==> src/rtl/alu_share_arbiter.sv <==
// rtl/alu_share_arbiter.sv - round-robin share of one combinational ALU between two requesters
//
// Two requesters present (a, b, sel) operations; the winner is accepted with a
// single-cycle req<i>_ready in IDLE. Its operands are registered and drive the
// ALU during EXEC. The ALU result is registered into rsp_data and returned to
// the winner with rsp_valid[i] until it asserts rsp_ready[i].
//
// Optional feature macro: ALU_ARB_STATS_EN adds per-requester grant counters.
//
// Ports:
//   clk, rst                    clock (rising edge), asynchronous active-high reset
//   req<i>_valid / req<i>_ready operation request / acceptance pulse (i = 0, 1)
//   req<i>_a, req<i>_b          operands [WIDTH]
//   req<i>_sel                  ALU opcode [SEL_W]
//   rsp_valid[1:0]              one-hot: result on rsp_data belongs to requester i
//   rsp_ready[1:0]              requester i consumes its result
//   rsp_data                    registered ALU result [WIDTH]
//   alu_a, alu_b, alu_sel       registered operands to the shared ALU
//   alu_out                     combinational ALU result
//   busy                        high whenever the FSM is not in IDLE
//   grant_cnt0/1                accepted-op counters [CNT_W] (ALU_ARB_STATS_EN only)

module alu_share_arbiter #(
    parameter int WIDTH = 4,
    parameter int SEL_W = 2,
    parameter int CNT_W = 8
) (
    input  logic             clk,
    input  logic             rst,
    input  logic             req0_valid,
    output logic             req0_ready,
    input  logic [WIDTH-1:0] req0_a,
    input  logic [WIDTH-1:0] req0_b,
    input  logic [SEL_W-1:0] req0_sel,
    input  logic             req1_valid,
    output logic             req1_ready,
    input  logic [WIDTH-1:0] req1_a,
    input  logic [WIDTH-1:0] req1_b,
    input  logic [SEL_W-1:0] req1_sel,
    output logic [1:0]       rsp_valid,
    input  logic [1:0]       rsp_ready,
    output logic [WIDTH-1:0] rsp_data,
    output logic [WIDTH-1:0] alu_a,
    output logic [WIDTH-1:0] alu_b,
    output logic [SEL_W-1:0] alu_sel,
    input  logic [WIDTH-1:0] alu_out,
    output logic             busy
`ifdef ALU_ARB_STATS_EN
    ,
    output logic [CNT_W-1:0] grant_cnt0,
    output logic [CNT_W-1:0] grant_cnt1
`endif
);

    typedef enum logic [1:0] {
        IDLE = 2'd0,
        EXEC = 2'd1,
        RESP = 2'd2
    } state_t;

    state_t             state;
    state_t             state_nxt;
    logic               last_grant;
    logic               grant;
    logic               pick;
    logic               accept;
    logic [WIDTH-1:0]   op_a;
    logic [WIDTH-1:0]   op_b;
    logic [SEL_W-1:0]   op_sel;

    // Round-robin choice: on a tie the requester that did not win last time goes.
    always_comb begin
        pick = 1'b0;
        if (req0_valid && req1_valid) begin
            pick = ~last_grant;
        end else if (req1_valid) begin
            pick = 1'b1;
        end
    end

    always_comb begin
        state_nxt  = state;
        req0_ready = 1'b0;
        req1_ready = 1'b0;
        case (state)
            IDLE: begin
                // Gated by rst so the ready pulse vanishes the instant reset asserts.
                if ((req0_valid || req1_valid) && !rst) begin
                    state_nxt = EXEC;
                    if (pick) begin
                        req1_ready = 1'b1;
                    end else begin
                        req0_ready = 1'b1;
                    end
                end
            end
            EXEC: begin
                state_nxt = RESP;
            end
            RESP: begin
                if (rsp_ready[grant]) begin
                    state_nxt = IDLE;
                end
            end
            default: begin
                state_nxt = IDLE;
            end
        endcase
    end

    assign accept = req0_ready | req1_ready;
    assign busy   = (state != IDLE);

    // The op registers drive the ALU directly, so the ALU inputs keep the last
    // operation's values outside EXEC instead of returning to zero.
    assign alu_a   = op_a;
    assign alu_b   = op_b;
    assign alu_sel = op_sel;

    always_ff @(posedge clk or posedge rst) begin
        if (rst) begin
            state      <= IDLE;
            last_grant <= 1'b1;
            grant      <= 1'b0;
            op_a       <= '0;
            op_b       <= '0;
            op_sel     <= '0;
            rsp_data   <= '0;
            rsp_valid  <= 2'b00;
        end else begin
            state <= state_nxt;
            case (state)
                IDLE: begin
                    if (accept) begin
                        grant  <= pick;
                        op_a   <= pick ? req1_a   : req0_a;
                        op_b   <= pick ? req1_b   : req0_b;
                        op_sel <= pick ? req1_sel : req0_sel;
                    end
                end
                EXEC: begin
                    rsp_data  <= alu_out;
                    rsp_valid <= grant ? 2'b10 : 2'b01;
                end
                RESP: begin
                    if (rsp_ready[grant]) begin
                        rsp_valid  <= 2'b00;
                        last_grant <= grant;
                    end
                end
                default: begin
                    rsp_valid <= 2'b00;
                end
            endcase
        end
    end

`ifdef ALU_ARB_STATS_EN
    // Free-running wrap-around counters of accepted operations.
    always_ff @(posedge clk or posedge rst) begin
        if (rst) begin
            grant_cnt0 <= '0;
            grant_cnt1 <= '0;
        end else begin
            if (req0_ready) begin
                grant_cnt0 <= grant_cnt0 + 1'b1;
            end
            if (req1_ready) begin
                grant_cnt1 <= grant_cnt1 + 1'b1;
            end
        end
    end
`endif

endmodule

==> config.mk <==
export PLATFORM = sky130hd
export DESIGN_NAME = alu_share_arbiter
export DESIGN_NICKNAME = d
export VERILOG_FILES = /design/src/rtl/alu_share_arbiter.sv
export SDC_FILE = /design/constraint.sdc
export NUM_CORES = 1
export LEC_CHECK = 0
export CORE_UTILIZATION = 45
export CTS_CLUSTER_SIZE = 14
export DETAILED_ROUTE_END_ITERATION = 8
export DONT_BUFFER_PORTS = 1
export GPL_TIMING_DRIVEN = 0
export PLACE_DENSITY = 0.7
export SYNTH_ARGS = -nofsm -noshare
export SYNTH_HDL_FRONTEND = slang
export SYNTH_SLANG_ARGS = --single-unit
export TNS_END_PERCENT = 100
==> constraint.sdc <==
create_clock -name clk -period 1.6 [get_ports clk]
set_clock_uncertainty 0.05 [all_clocks]
set_input_delay 0.4 -clock clk [delete_from_list [all_inputs] [get_ports clk]]
set_output_delay 0.4 -clock clk [all_outputs]
set_load 0.02 [all_outputs]
After elaboration in Yosys (flattened, before gate mapping)
Cells that the tools add are included.

cells by class
  magnitude comparators = 1
  equal/unequal tests = 4
  reductions and logical operators = 10
  muxes and demuxes = 18
  bitwise logic cells = 3

operator list
  kind                                                 number
  case mux 2 bit (3 select lines)                      2
  two-way mux 1 bit                                    10
  two-way mux 2 bit                                    4
  two-way mux 4 bit                                    2
  AND reduction 2 bit                                  4
  != test 2 bit (second input constant)                2
  == test 2 x 1 -> 1 bit (second input constant)       1
  == test 2 bit (second input constant)                1
  logical AND 1 bit                                    2
  logical NOT 2 bit                                    1
  < comparator 1 x 2 -> 1 bit (second input constant)  1
  NOT 1 bit                                            2
  nonzero test 2 bit                                   1
  logical NOT 1 bit                                    1
  logical OR 1 bit                                     1
  OR 1 bit                                             1

storage, ports and cells
  output and inout bits = 19
  logic and storage cells = 44
  register bits after elaboration = 20

Depth between registers and ports, before layout
  depth after elaboration = 7
  mapped depth = 4
  mapped depth without buffers = 3

Least setup slack after synthesis
No wires, ideal clock.

  path type = register to output
  start point = register state[0]
  end point = output port req1_ready
  arrival = 0.978 ns
  stages on the path, launching flop included = 4
  data required time = 1.150 ns
  path slack = 0.172 ns
  cells stage by stage = dfrtp_1 nor3_2 and3_2 buf_6

on the way
  longest elaborated chain between the ends = 2

RTL lines
  element                   line  source
  start: declaration        61    state_t state;
  start signal: assignment  131   state <= state_nxt;
  logical NOT 2 bit         85    case (state)
  two-way mux 1 bit         85
  end: declaration          36    output logic req1_ready,

No other way between the ends.

Worst setup path after layout
  start point = register state[1]
  end point = output port req0_ready

on the way
  longest elaborated chain between the ends = 2

RTL lines
  element            line  source
  logical NOT 2 bit  85
  two-way mux 1 bit  85
  end: declaration   31    output logic req0_ready,

No other way between the ends.

==> results.sh <==
export IMPL_p_sw_share_pct=41.83
export IMPL_synth_edf_count=0
export IMPL_setup_viol=3
export IMPL_synth_top_area_cell="dfrtp_1"
export IMPL_violations="negative setup slack"
export IMPL_antenna_found_initial=0
export IMPL_num_vias=733
export IMPL_post_dp_hpwl_um=1348
export IMPL_syn_to_final_growth_pct=21.01
export IMPL_syn_nets=126
export IMPL_async_flop_share_pct=100.0
export IMPL_clk_pin_slew_worst_paths_ps=110
export IMPL_grt_pass1_wl_um=3422
export IMPL_dp_slack_ps=20.33
export IMPL_grt_pass1_vias=750
export IMPL_first_pass_iters=5
export IMPL_startpoint_type="register"
export IMPL_postSynthAreaPerCell_um2=10.05
export IMPL_initial_core_util_pct=48.67
export IMPL_netlist_area_um2=964.7
export IMPL_io_pins=49
export IMPL_synth_flop_cell="dfrtp_1"
export IMPL_ant_nets=0
export IMPL_rows=16
export IMPL_ys_seq_area_share_pct=52.01
export IMPL_critPathRequiredTime_ps=1150
export IMPL_root_buffer="clkbuf_4"
export IMPL_die_x_um=48.30
export IMPL_io_buffers=0
export IMPL_grt_max_degree=21
export IMPL_p_switching_mw=0.9085
export IMPL_critPathMaxFanout=5
export IMPL_gp_congestion=0.6721
export IMPL_slew_headroom_pct=51.27
export IMPL_final_nets=139
export IMPL_synthTopCellsByArea="dfrtp_1, inv_1, a222oi_1, mux2_1, dfstp_2"
export IMPL_path_class="reg -> out"
export IMPL_grt_remaining_overflow=0
export IMPL_cts_tree="built"
export IMPL_slowest_delay_ps=450
export IMPL_insertion_delay_ps=290
export IMPL_clockPowerShare_pct=11.2
export IMPL_worst_ep_arrival_time_ps=1300
export IMPL_dp_cells=123
export IMPL_vias_per_cell=5.430
export IMPL_htreeDepth=1
export IMPL_cts_sinks=20
export IMPL_rsz0062_at_grt="true"
export IMPL_hp_class="in -> async"
export IMPL_n_antenna_cell=0
export IMPL_synth_seq_cells=20
export IMPL_drv_slew=0
export IMPL_pwr_share_seq_pct=54.3
export IMPL_synthDistinctLibCells=23
export IMPL_fmax_mhz=571.2
export IMPL_core_area_mm2=0.001982
export IMPL_tightest_slew_ps=730.2
export IMPL_drt_total_wl_um=2154
export IMPL_internal_power_mw=1.264
export IMPL_grtUsageTotal_pct=19.05
export IMPL_netlist_top_cells_count="inv_1, dfrtp_1, a222oi_1"
export IMPL_die_h_um=48.30
export IMPL_cts_buffer_depth=2
export IMPL_fin_crit_sh_pct=109.4
export IMPL_finalWorstSetupSlack_ps=-150.8
export IMPL_post_synth_top_count_cell="inv_1"
export IMPL_synthDominantCellAreaShare_pct=49.29
export IMPL_slowest_stage="dfrtp_2"
export IMPL_cts_buffers=3
export IMPL_drcViolationCount=0
export IMPL_yosysWarnings=0
export IMPL_drt_iter0_drc=37
export IMPL_wl_per_cell_um=15.96
export IMPL_layout_min_cycle_time_ps=1751
export IMPL_hold_violations=0
export IMPL_synthCells=96
export IMPL_fillers=161
export IMPL_maxCapViolations=0
export IMPL_drive_above_1_share_pct=21.30
export IMPL_fin_cells=135
export IMPL_dieArea_mm2=0.002333
export IMPL_status="finished, violations left"
export IMPL_crit_chain="nor3_4 > and3_4 > buf_8"
export IMPL_irDropWorstVdd_v=0.0009316
export IMPL_p_leak_nw=0.6213
export IMPL_p_per_area_mw_per_mm2=1861
export IMPL_pwr_share_comb_pct=34.4
export IMPL_endpoint_kind="output port"
logic make-up (layout without fill, tap and decap cells):
group	after synthesis	count (layout)	share of synthesized area, %
AO/OA/AOI/OAI	20	20	16.99
buffers and inverters	38	50	16.60
multiplexers	5	5	5.707
AND/OR/NAND/NOR	13	13	8.690
flip-flops	20	20	52.01
final timing paths:
path / from / to / slack [ps] / cells after the start
setup / recovery: state[1] / req0_ready / -150 / 3
hold / removal: rst / alu_a[3] / 50 / 1
setup reg to reg: last_grant / alu_a[3] / 30 / 5
hold reg to reg: grant / grant / 570 / 1
max in group asynchronous: rst / state[1] / 940 / 1
min in group clk: req1_sel[1] / alu_sel[1] / 180 / 2
cell type report:
cell class / count / area, µm² / share of cell area (%)
inverter: 34 / 127.6 / 10.93
sequential: 20 / 504.2 / 43.19
timing repair buffer: 8 / 112.6 / 9.646
buffer: 4 / 40.04 / 3.430
tap: 27 / 33.78 / 2.894
multi-input combinational: 38 / 322.8 / 27.65
clock buffer: 4 / 26.28 / 2.251
placed cells by master (no fill, tap or decap), types with 3 or more instances in the layout:
master | Yosys | layout
o21ai_1 | 3 | 3
mux2_1 | 4 | 4
a222oi_1 | 10 | 10
buf_4 | 0 | 4
dfrtp_1 | 19 | 17
clkbuf_4 | 0 | 3
nand2b_1 | 4 | 3
inv_1 | 34 | 34
stage by stage:
step	cell area [µm²]	hold slack [ps]	power (mW)	TNS [ps]	utilization, %
finish	1167	48.71	2.172	-398.0	58.90
detailed placement	998.5	416.6	1.738	0	50.38
CTS	1150	77.75	2.138	-297.5	58.02
floorplan	964.7	313.1	1.608	0	-
global route	1167	111.8	2.311	-552.1	58.90
global placement	998.5	413.5	1.702	0	50.38
power by group through the flow:
| stage | registers [mW] | clock network (mW) | logic [mW] |
|---|---|---|---|
| finish | 1.18 | 0.244 | 0.747 |
| global route | 1.21 | 0.279 | 0.824 |
| CTS | 1.18 | 0.254 | 0.704 |
| detailed placement | 1.19 | 0 | 0.545 |
| global placement | 1.19 | 0 | 0.514 |
| floorplan | 1.14 | 0 | 0.466 |
metal layers:
| layer | GRT usage, % | part of all wire [%] | vias to the layer above |
|---|---|---|---|
| met5 | 0 | 0 | - |
| met4 | 6.863 | 1.3 | 0 |
| met3 | 4.088 | 5.8 | 4 |
| met2 | 30.75 | 53 | 28 |
| met1 | 25.36 | 40 | 360 |
| li1 | - | - | 341 |
sequential cells by signal, indices dropped and copies added, names as in the netlist:
signal      flops
alu_a           4
alu_b           4
alu_sel         2
grant           1
last_grant      1
rsp_data        4
rsp_valid       2
state           2
what timing repair did:
| action | 4_1_cts | 5_1_grt |
|---|---|---|
| setup endpoints to repair | 2 | 5 |
| buffers inserted | 5 | 2 |
| cloned | 2 | 0 |
| gates resized for setup | 7 | 4 |
| hold buffers | 0 | 0 |
| pin swaps | 3 | 1 |
worst max-delay path: cells and delay by family, from the launching register on:
kind | cells | cell delay [ps]
and+or+nand+nor | 2 | 430
DFF | 1 | 450
buffers and inverters | 1 | 130
No activity file was read; power rests on OpenSTA's default activity.
